File: src/rtl/ddr4_pkg.sv
// Shared DDR4 command encodings, timing defaults and error bit positions.
// Used by both the controller side and the responder model.
package ddr4_pkg;

    localparam int CL_DEF  = 11;
    localparam int CWL_DEF = 11;
    localparam int BL_DEF  = 8;

    // {RAS,CAS,WE,A10} codes when ACT_n is high
    localparam logic [3:0] CODE_RD   = 4'b1010;
    localparam logic [3:0] CODE_WR   = 4'b1000;
    localparam logic [3:0] CODE_PRE  = 4'b0100;
    localparam logic [3:0] CODE_PREA = 4'b0101;
    localparam logic [3:0] CODE_ZQCL = 4'b1101;
    localparam logic [2:0] CODE_REF  = 3'b001;
    localparam logic [2:0] CODE_MRS  = 3'b000;
    localparam logic [2:0] CODE_NOP  = 3'b111;

    localparam int ERR_CLOSED   = 0;
    localparam int ERR_ACT_OPEN = 1;
    localparam int ERR_REF_OPEN = 2;
    localparam int ERR_RD_BUSY  = 3;
    localparam int ERR_WR_BUSY  = 4;
    localparam int ERR_W        = 5;

    typedef enum logic [3:0] {
        CMD_NOP,
        CMD_ACT,
        CMD_RD,
        CMD_WR,
        CMD_PRE,
        CMD_PREA,
        CMD_ZQCL,
        CMD_REF,
        CMD_MRS
    } cmd_e;

    typedef enum logic [1:0] {
        R_IDLE,
        R_LAT,
        R_BURST
    } rd_state_e;

    typedef enum logic [1:0] {
        W_IDLE,
        W_LAT,
        W_BURST
    } wr_state_e;

    function automatic logic [5:0] word_idx(
        input logic [1:0] bg,
        input logic [1:0] ba,
        input logic [1:0] col
    );
        return {bg, ba, col};
    endfunction

endpackage

File: src/rtl/ddr4_resp_if.sv
// Command/address and data pins between a DDR4 controller and the responder.
// The controller is the master; the responder drives only the read data side.
interface ddr4_resp_if;

    logic        drst_n;
    logic        cke;
    logic        dcs_n;
    logic        dact_n;
    logic [16:0] da;
    logic [1:0]  dbg;
    logic [1:0]  dba;
    logic [3:0]  dq_in;
    logic [3:0]  dq_out;
    logic        dq_oe;
    logic        dqs_t;
    logic        dqs_c;

    modport master (
        output drst_n, cke, dcs_n, dact_n,
        output da, dbg, dba, dq_in,
        input  dq_out, dq_oe, dqs_t, dqs_c
    );

    modport slave (
        input  drst_n, cke, dcs_n, dact_n,
        input  da, dbg, dba, dq_in,
        output dq_out, dq_oe, dqs_t, dqs_c
    );

endinterface

File: src/rtl/ddr4_resp_decode.sv
// Combinational DDR4 command decode; anything unrecognised or
// arriving while deselected, clock-disabled or in device reset is a NOP.
module ddr4_resp_decode
    import ddr4_pkg::*;
(
    input  logic       cke,
    input  logic       dcs_n,
    input  logic       drst_n,
    input  logic       dact_n,
    input  logic [3:0] code,
    output cmd_e       cmd
);

    always_comb begin
        cmd = CMD_NOP;
        if (cke && !dcs_n && drst_n) begin
            if (!dact_n) begin
                cmd = CMD_ACT;
            end else begin
                unique casez (code)
                    CODE_RD:          cmd = CMD_RD;
                    CODE_WR:          cmd = CMD_WR;
                    CODE_PRE:         cmd = CMD_PRE;
                    CODE_PREA:        cmd = CMD_PREA;
                    CODE_ZQCL:        cmd = CMD_ZQCL;
                    {CODE_REF, 1'b?}: cmd = CMD_REF;
                    {CODE_MRS, 1'b?}: cmd = CMD_MRS;
                    {CODE_NOP, 1'b?}: cmd = CMD_NOP;
                    default:          cmd = CMD_NOP;
                endcase
            end
        end
    end

endmodule

File: src/rtl/ddr4_resp.sv
// DDR4 device responder: bank table, 64x32 storage, and independent
// read/write burst engines with fixed CL/CWL latency.
module ddr4_resp
    import ddr4_pkg::*;
#(
    parameter int CL  = CL_DEF,
    parameter int CWL = CWL_DEF,
    parameter int BL  = BL_DEF
) (
    input  logic        clkin,
    input  logic        crst,
    ddr4_resp_if.slave  bus,
    output logic [15:0] bank_open,
    output logic [4:0]  err,
    output logic [15:0] ref_cnt,
    output logic [2:0]  mrs_cnt
);

    localparam logic [3:0] RLAT_END = 4'(CL - 1);
    localparam logic [3:0] WLAT_END = 4'(CWL - 2);
    localparam logic [3:0] BEAT_END = 4'(BL - 1);

    cmd_e        cmd;
    logic        clr;
    logic [3:0]  bank;
    logic [5:0]  idx;

    logic [31:0] mem [64];
    logic [16:0] row_q [16];

    rd_state_e   rstate, rstate_n;
    logic [3:0]  rcnt, rcnt_n;
    logic [31:0] rword;
    logic        rd_go;

    wr_state_e   wstate, wstate_n;
    logic [3:0]  wcnt, wcnt_n;
    logic [31:0] wbuf;
    logic [5:0]  widx;
    logic        wr_go;
    logic        wr_beat;
    logic        w_commit;

    ddr4_resp_decode u_dec (
        .cke    (bus.cke),
        .dcs_n  (bus.dcs_n),
        .drst_n (bus.drst_n),
        .dact_n (bus.dact_n),
        .code   ({bus.da[16:14], bus.da[10]}),
        .cmd    (cmd)
    );

    assign clr  = crst | ~bus.drst_n;
    assign bank = {bus.dbg, bus.dba};
    assign idx  = word_idx(bus.dbg, bus.dba, bus.da[4:3]);

    // Read engine
    always_comb begin
        rstate_n = rstate;
        rcnt_n   = rcnt;
        rd_go    = 1'b0;
        unique case (rstate)
            R_IDLE: begin
                if (cmd == CMD_RD) begin
                    rstate_n = R_LAT;
                    rcnt_n   = '0;
                    rd_go    = 1'b1;
                end
            end
            R_LAT: begin
                if (rcnt == RLAT_END) begin
                    rstate_n = R_BURST;
                    rcnt_n   = '0;
                end else begin
                    rcnt_n = rcnt + 4'd1;
                end
            end
            R_BURST: begin
                if (rcnt == BEAT_END) begin
                    rstate_n = R_IDLE;
                end else begin
                    rcnt_n = rcnt + 4'd1;
                end
            end
            default: rstate_n = R_IDLE;
        endcase
    end

    always_ff @(posedge clkin) begin
        if (clr) begin
            rstate <= R_IDLE;
            rcnt   <= '0;
            rword  <= '0;
        end else begin
            rstate <= rstate_n;
            rcnt   <= rcnt_n;
            if (rd_go) rword <= mem[idx];
        end
    end

    assign bus.dq_oe  = (rstate == R_BURST);
    assign bus.dq_out = bus.dq_oe ? rword[{rcnt[2:0], 2'b00} +: 4] : 4'h0;
    assign bus.dqs_t  = bus.dq_oe & ~rcnt[0];
    assign bus.dqs_c  = bus.dq_oe & rcnt[0];

    // Write engine: latency phase ends one edge early so beat 0 lands at T+CWL
    always_comb begin
        wstate_n = wstate;
        wcnt_n   = wcnt;
        wr_go    = 1'b0;
        wr_beat  = 1'b0;
        w_commit = 1'b0;
        unique case (wstate)
            W_IDLE: begin
                if (cmd == CMD_WR) begin
                    wstate_n = W_LAT;
                    wcnt_n   = '0;
                    wr_go    = 1'b1;
                end
            end
            W_LAT: begin
                if (wcnt == WLAT_END) begin
                    wstate_n = W_BURST;
                    wcnt_n   = '0;
                end else begin
                    wcnt_n = wcnt + 4'd1;
                end
            end
            W_BURST: begin
                wr_beat = 1'b1;
                if (wcnt == BEAT_END) begin
                    wstate_n = W_IDLE;
                    w_commit = 1'b1;
                end else begin
                    wcnt_n = wcnt + 4'd1;
                end
            end
            default: wstate_n = W_IDLE;
        endcase
    end

    always_ff @(posedge clkin) begin
        if (clr) begin
            wstate <= W_IDLE;
            wcnt   <= '0;
            wbuf   <= '0;
            widx   <= '0;
        end else begin
            wstate <= wstate_n;
            wcnt   <= wcnt_n;
            if (wr_go) widx <= idx;
            if (wr_beat) wbuf[{wcnt[2:0], 2'b00} +: 4] <= bus.dq_in;
        end
    end

    // Last beat goes straight from the pins into the committed word
    always_ff @(posedge clkin) begin
        if (crst) begin
            for (int i = 0; i < 64; i++) mem[i] <= '0;
        end else if (w_commit && bus.drst_n) begin
            mem[widx] <= {bus.dq_in, wbuf[27:0]};
        end
    end

    always_ff @(posedge clkin) begin
        if (cmd == CMD_ACT) row_q[bank] <= bus.da;
    end

    always_ff @(posedge clkin) begin
        if (clr) begin
            bank_open <= '0;
            err       <= '0;
            ref_cnt   <= '0;
            mrs_cnt   <= '0;
        end else begin
            unique case (cmd)
                CMD_ACT: begin
                    if (bank_open[bank]) err[ERR_ACT_OPEN] <= 1'b1;
                    bank_open[bank] <= 1'b1;
                end
                CMD_PRE:  bank_open[bank] <= 1'b0;
                CMD_PREA: bank_open <= '0;
                CMD_REF: begin
                    ref_cnt <= ref_cnt + 16'd1;
                    if (|bank_open) err[ERR_REF_OPEN] <= 1'b1;
                end
                CMD_MRS: begin
                    if (mrs_cnt != 3'd7) mrs_cnt <= mrs_cnt + 3'd1;
                end
                CMD_RD: begin
                    if (!bank_open[bank]) err[ERR_CLOSED] <= 1'b1;
                    if (rstate != R_IDLE) err[ERR_RD_BUSY] <= 1'b1;
                end
                CMD_WR: begin
                    if (!bank_open[bank]) err[ERR_CLOSED] <= 1'b1;
                    if (wstate != W_IDLE) err[ERR_WR_BUSY] <= 1'b1;
                end
                default: ;
            endcase
        end
    end

endmodule

File: src/flat_wrapper.sv
// flat-port wrapper written by rule: the top's interface ports become plain ports
module ddr4_resp_flat import ddr4_pkg::*;
#(
    parameter int CL  = CL_DEF,
    parameter int CWL = CWL_DEF,
    parameter int BL  = BL_DEF
)
  (clkin, crst, bank_open, err, ref_cnt, mrs_cnt, bus_drst_n, bus_cke, bus_dcs_n, bus_dact_n, bus_da, bus_dbg, bus_dba, bus_dq_in, bus_dq_out, bus_dq_oe, bus_dqs_t, bus_dqs_c);
  ddr4_resp_if bus_i ();
  input  logic clkin;
  input  logic crst;
  output logic [15:0] bank_open;
  output logic [4:0] err;
  output logic [15:0] ref_cnt;
  output logic [2:0] mrs_cnt;
  input wire logic [$bits(bus_i.drst_n)-1:0] bus_drst_n;
  input wire logic [$bits(bus_i.cke)-1:0] bus_cke;
  input wire logic [$bits(bus_i.dcs_n)-1:0] bus_dcs_n;
  input wire logic [$bits(bus_i.dact_n)-1:0] bus_dact_n;
  input wire logic [$bits(bus_i.da)-1:0] bus_da;
  input wire logic [$bits(bus_i.dbg)-1:0] bus_dbg;
  input wire logic [$bits(bus_i.dba)-1:0] bus_dba;
  input wire logic [$bits(bus_i.dq_in)-1:0] bus_dq_in;
  output wire logic [$bits(bus_i.dq_out)-1:0] bus_dq_out;
  output wire logic [$bits(bus_i.dq_oe)-1:0] bus_dq_oe;
  output wire logic [$bits(bus_i.dqs_t)-1:0] bus_dqs_t;
  output wire logic [$bits(bus_i.dqs_c)-1:0] bus_dqs_c;
  assign bus_i.drst_n = bus_drst_n;
  assign bus_i.cke = bus_cke;
  assign bus_i.dcs_n = bus_dcs_n;
  assign bus_i.dact_n = bus_dact_n;
  assign bus_i.da = bus_da;
  assign bus_i.dbg = bus_dbg;
  assign bus_i.dba = bus_dba;
  assign bus_i.dq_in = bus_dq_in;
  assign bus_dq_out = bus_i.dq_out;
  assign bus_dq_oe = bus_i.dq_oe;
  assign bus_dqs_t = bus_i.dqs_t;
  assign bus_dqs_c = bus_i.dqs_c;
  ddr4_resp #(.CL(CL), .CWL(CWL), .BL(BL)) u_core (.clkin(clkin), .crst(crst), .bus(bus_i), .bank_open(bank_open), .err(err), .ref_cnt(ref_cnt), .mrs_cnt(mrs_cnt));
endmodule
File: config.mk
export PLATFORM = sky130hd
export DESIGN_NAME = ddr4_resp_flat
export DESIGN_NICKNAME = d
export VERILOG_FILES = /design/src/rtl/ddr4_pkg.sv /design/src/rtl/ddr4_resp_if.sv /design/src/rtl/ddr4_resp_decode.sv /design/src/rtl/ddr4_resp.sv /design/src/flat_wrapper.sv
export SDC_FILE = /design/constraint.sdc
export NUM_CORES = 2
export LEC_CHECK = 0
export ABC_CLOCK_PERIOD_IN_PS = 2800
export CAP_MARGIN = 30
export CORE_ASPECT_RATIO = 1.75
export CORE_MARGIN = 10
export CORE_UTILIZATION = 65
export CTS_BUF_LIST = sky130_fd_sc_hd__clkbuf_4 sky130_fd_sc_hd__clkbuf_8
export DETAILED_ROUTE_END_ITERATION = 8
export PLACE_DENSITY = 0.82
export SYNTH_ARGS = -nofsm -noshare
export SYNTH_HDL_FRONTEND = slang
export SYNTH_HIERARCHICAL = 1
export SYNTH_SLANG_ARGS = --single-unit
File: constraint.sdc
create_clock -name clkin -period 2.8 [get_ports clkin]
set_input_delay 0.42 -clock clkin [delete_from_list [all_inputs] [get_ports clkin]]
set_output_delay 0.42 -clock clkin [all_outputs]
set_load 0.01 [all_outputs]
==> qor.txt <==
Core Area - 0.151 sq mm
Gr usage total - 35.4%
Ports - 78
Antenna violations before repair - 20
Die height - 536 um
Met2 WL - 144000 um
Final HPWL DP - 196000 um
Seq/Total Area, Yosys - 64.6%
Part of the cycle the worst path needs - 104%
Setup TNS - -0.302 ns
Req. time, crit path - 2.38 ns
CTS sink cnt - 2166
Critical Path Source - u_core/rcnt[0]
Final setup viols - 4
Delay-heaviest family, CP - multiplexers
CTS clock-pin slew for the worst setup and hold paths - 0.06 ns
Routed Antenna Nets - 0
DR pass1 iterations - 6
M1 wire length - 90100 um
Vias - 61000
Ratio of cells with drive above 1 in the final layout - 26.0%
Post-DR vias/cell - 6.62
Total power - 65500 uW
Register-to-Register Path Depth - 6
CP cell instances - buf_12 > mux4_2 > mux2i_2 > nor2_2 > buf_2
Main flop type after synthesis - edfxtp_1
Reg-to-reg slack, setup - 0.11 ns
Peak Freq - 345 MHz
FF-to-FF Start - u_core/widx[4]
Unrepaired setup endpoints after global routing - yes
Final slew viol count - 0
Worst path max stage delay - 0.55 ns
Vias in the first global route - 62700
Clk buf depth - 4
Kind of critical path - reg -> out
Crit-path max FO - 5
Hold slack - 0.0547 ns
WP depth - 5
Post-synthesis cell count - 6578
Relative slew slack - 33.2%
Min-delay worst type - in -> reg
NumNets Final - 7043
Flops & latches, synth - 2166
Yosys cell types - 73
DRC - 0
Drt wl/cell - 32.2 um
Top sig layer - met5
WP data arrival - 2.48 ns
Total global routing overflow - 0
CTS Root Buffer Type - clkbuf_8
Most frequent cells in the layout - and2_1 (2056), edfxtp_1 (2048), mux4_2 (495)
Worst VDD drop - 397 uV
Final hold viol count - 0
Ys async rst share - 0%
Total CTS buffers - 299
Area Growth Syn to Fin - 14.1%
Worst-Skew Late Latency - 0.99 ns
Syn Nets - 6632
Leakage - 0.0414 uW
Setup ws final - -0.0987 ns
Setup Skew - 0.0769 ns
Row count - 189
Slowest CP cell - mux4_2
DRT Wirelength - 297000 um
GP Congestion - 0.995
Post-synthesis average cell area - 15.0 sq um
Max_cap viols - 0
Final Util - 74.5%
Ys Warns - 6
Initial core utilization - 65.3%
Crit path capture - bus_dq_out[0]
CTS tree - done
WP buf/inv - 2
Violated checks - setup timing
Htree depth - 5
Pwr Density - 581 mW/mm^2
Largest net degree at the start of global routing - 77
Worst R2R End - u_core/mem[17][19]
Die W - 315 um
Metal3 WL - 31000 um
Mapped cell area - 0.0988 sq mm
Slew @ Worst Pin - 1.00 ns
Status - complete, but fails checks
CP Launch Type - flop
DIE AREA - 0.169 sq mm
1st-iter DRT viols - 7768
FILL cells - 8517
Post-layout min period - 2.90 ns
Post-synth EDFFs - 2048
First-pass GRT wire length - 427000 um
PortBufs - 66
CP Capture Type - output pin
Leading cell type in the layout, fill and taps excluded - and2_1
-- state kept, by name (all words and copies together) (netlist names) --
register	count
u_core/bank_open	16
u_core/err	5
u_core/mem	2048
u_core/mrs_cnt	3
u_core/rcnt	4
u_core/ref_cnt	16
u_core/rstate	2
u_core/rword	32
u_core/wbuf	28
u_core/wcnt	4
u_core/widx	6
u_core/wstate	2
-- layout make-up --
cell class,count,area (sq um),share of cell area [%]
Clock buffer,396,4900,4.35
Tap cell,2005,2510,2.23
Sequential cell,2166,63900,56.7
Inverter,16,63.8,0.0566
Clock inverter,114,701,0.622
Timing Repair Buffer,765,8420,7.47
Antenna cell,11,27.5,0.0244
Multi-Input combinational cell,3741,32200,28.6
-- kinds of logic (layout without fill, tap and decap cells) --
family	count (synthesis)	after routing	synth area share [%]
simple gates	2611	2611	15.9
flops	2166	2166	64.6
mux	702	702	13.4
buf+inv	671	1291	3.02
compound gates	395	395	2.65
fa+ha+maj	23	23	0.291
xor+xnor	10	10	0.0886
other cells	0	11	0
-- power by group --
part	total (uW)	switching, uW	internal, uW	leakage [uW]
clock network	23700	11800	11900	0.00295
registers	36700	330	36400	0.0217
logic	5050	2890	2160	0.0167
total	65500	15000	50500	0.0414
-- metrics by stage --
step                      setup WS (ns)  cells  cell area [sq um]
after floorplan                   0.192   6578              98800
after global placement           -0.289   8686             107000
after detailed placement         -0.298   8686             107000
after CTS                        -0.142   9204             113000
after global routing            -0.0896   9205             113000
final                           -0.0987   9214             113000
-- layer usage --
metal / global-route usage [%] / vias up
met2: 56.6 / 4262
met4: 32.1 / 20
li1: - / 24900
met1: 40.1 / 30700
met3: 6.84 / 1105
met5: 0 / -
-- cell usage after synthesis (4+ instances only) --
library cell | count | area share [%]
clkbuf_2 | 10 | 0.051
a211oi_1 | 7 | 0.053
nor3b_1 | 8 | 0.061
or3b_2 | 4 | 0.035
or3_1 | 21 | 0.13
o22ai_1 | 28 | 0.18
a21oi_1 | 108 | 0.55
nand2_1 | 94 | 0.36
inv_1 | 16 | 0.061
nor2_2 | 14 | 0.089
nand3b_1 | 12 | 0.091
a221o_1 | 4 | 0.041
buf_2 | 105 | 0.53
dfxtp_1 | 118 | 2.4
o211ai_1 | 9 | 0.068
o221ai_1 | 5 | 0.044
mux2_2 | 22 | 0.25
and3_1 | 12 | 0.076
edfxtp_1 | 2048 | 62
clkbuf_1 | 471 | 1.8
mux4_2 | 495 | 11
a22oi_1 | 101 | 0.77
nor4_1 | 22 | 0.14
ha_1 | 23 | 0.29
nand4_1 | 12 | 0.076
o21ai_0 | 61 | 0.31
or2_2 | 65 | 0.41
nand2b_1 | 20 | 0.13
nor2b_1 | 16 | 0.10
buf_6 | 27 | 0.31
xnor2_1 | 7 | 0.062
buf_4 | 31 | 0.24
a2111oi_0 | 5 | 0.044
o2111ai_1 | 7 | 0.062
a221oi_1 | 11 | 0.098
nor3_1 | 14 | 0.071
and2_1 | 2056 | 13
mux2i_1 | 185 | 1.9
a31oi_1 | 7 | 0.044
a22o_1 | 11 | 0.098
nand3_1 | 40 | 0.20
nor2_1 | 174 | 0.66
buf_1 | 11 | 0.042
-- worst register-to-register path, stage by stage (launching register included) --
cell	delay (ns)
dfxtp_1	0.71
or3b_1	0.52
or3_1	0.34
buf_4	0.18
nor2_2	0.16
buf_4	0.36
and2_1	0.23
-- how the worst min path moves through the flow --
| stage | start | endpoint | slack, ns | depth (start not counted) |
|---|---|---|---|---|
| 6_report | bus_dbg[1] | u_core/bank_open[7] | 0.05 | 4 |
| 5_1_grt | crst | u_core/widx[0] | 0.06 | 3 |
| 4_1_cts | crst | u_core/widx[0] | 0.01 | 3 |
| 3_5_place_dp | u_core/err[1] | u_core/err[1] | 0.46 | 2 |
| 3_3_place_gp | u_core/err[0] | u_core/err[0] | 0.45 | 2 |
| 2_1_floorplan | u_core/wstate[1] | u_core/wstate[1] | 0.47 | 2 |
-- repair_timing --
| item | 4_1_cts | 5_1_grt |
|---|---|---|
| endpoints found under the setup margin | 6 | 5 |
| gates resized for setup | 36 | 4 |
| gates cloned | 1 | 0 |
| setup buffers | 4 | 0 |
| pin swaps | 1 | 4 |
| hold buffers | 3 | 0 |
| hold endpoints to repair | 6 | 0 |
Power figures use the tool's default switching activity.
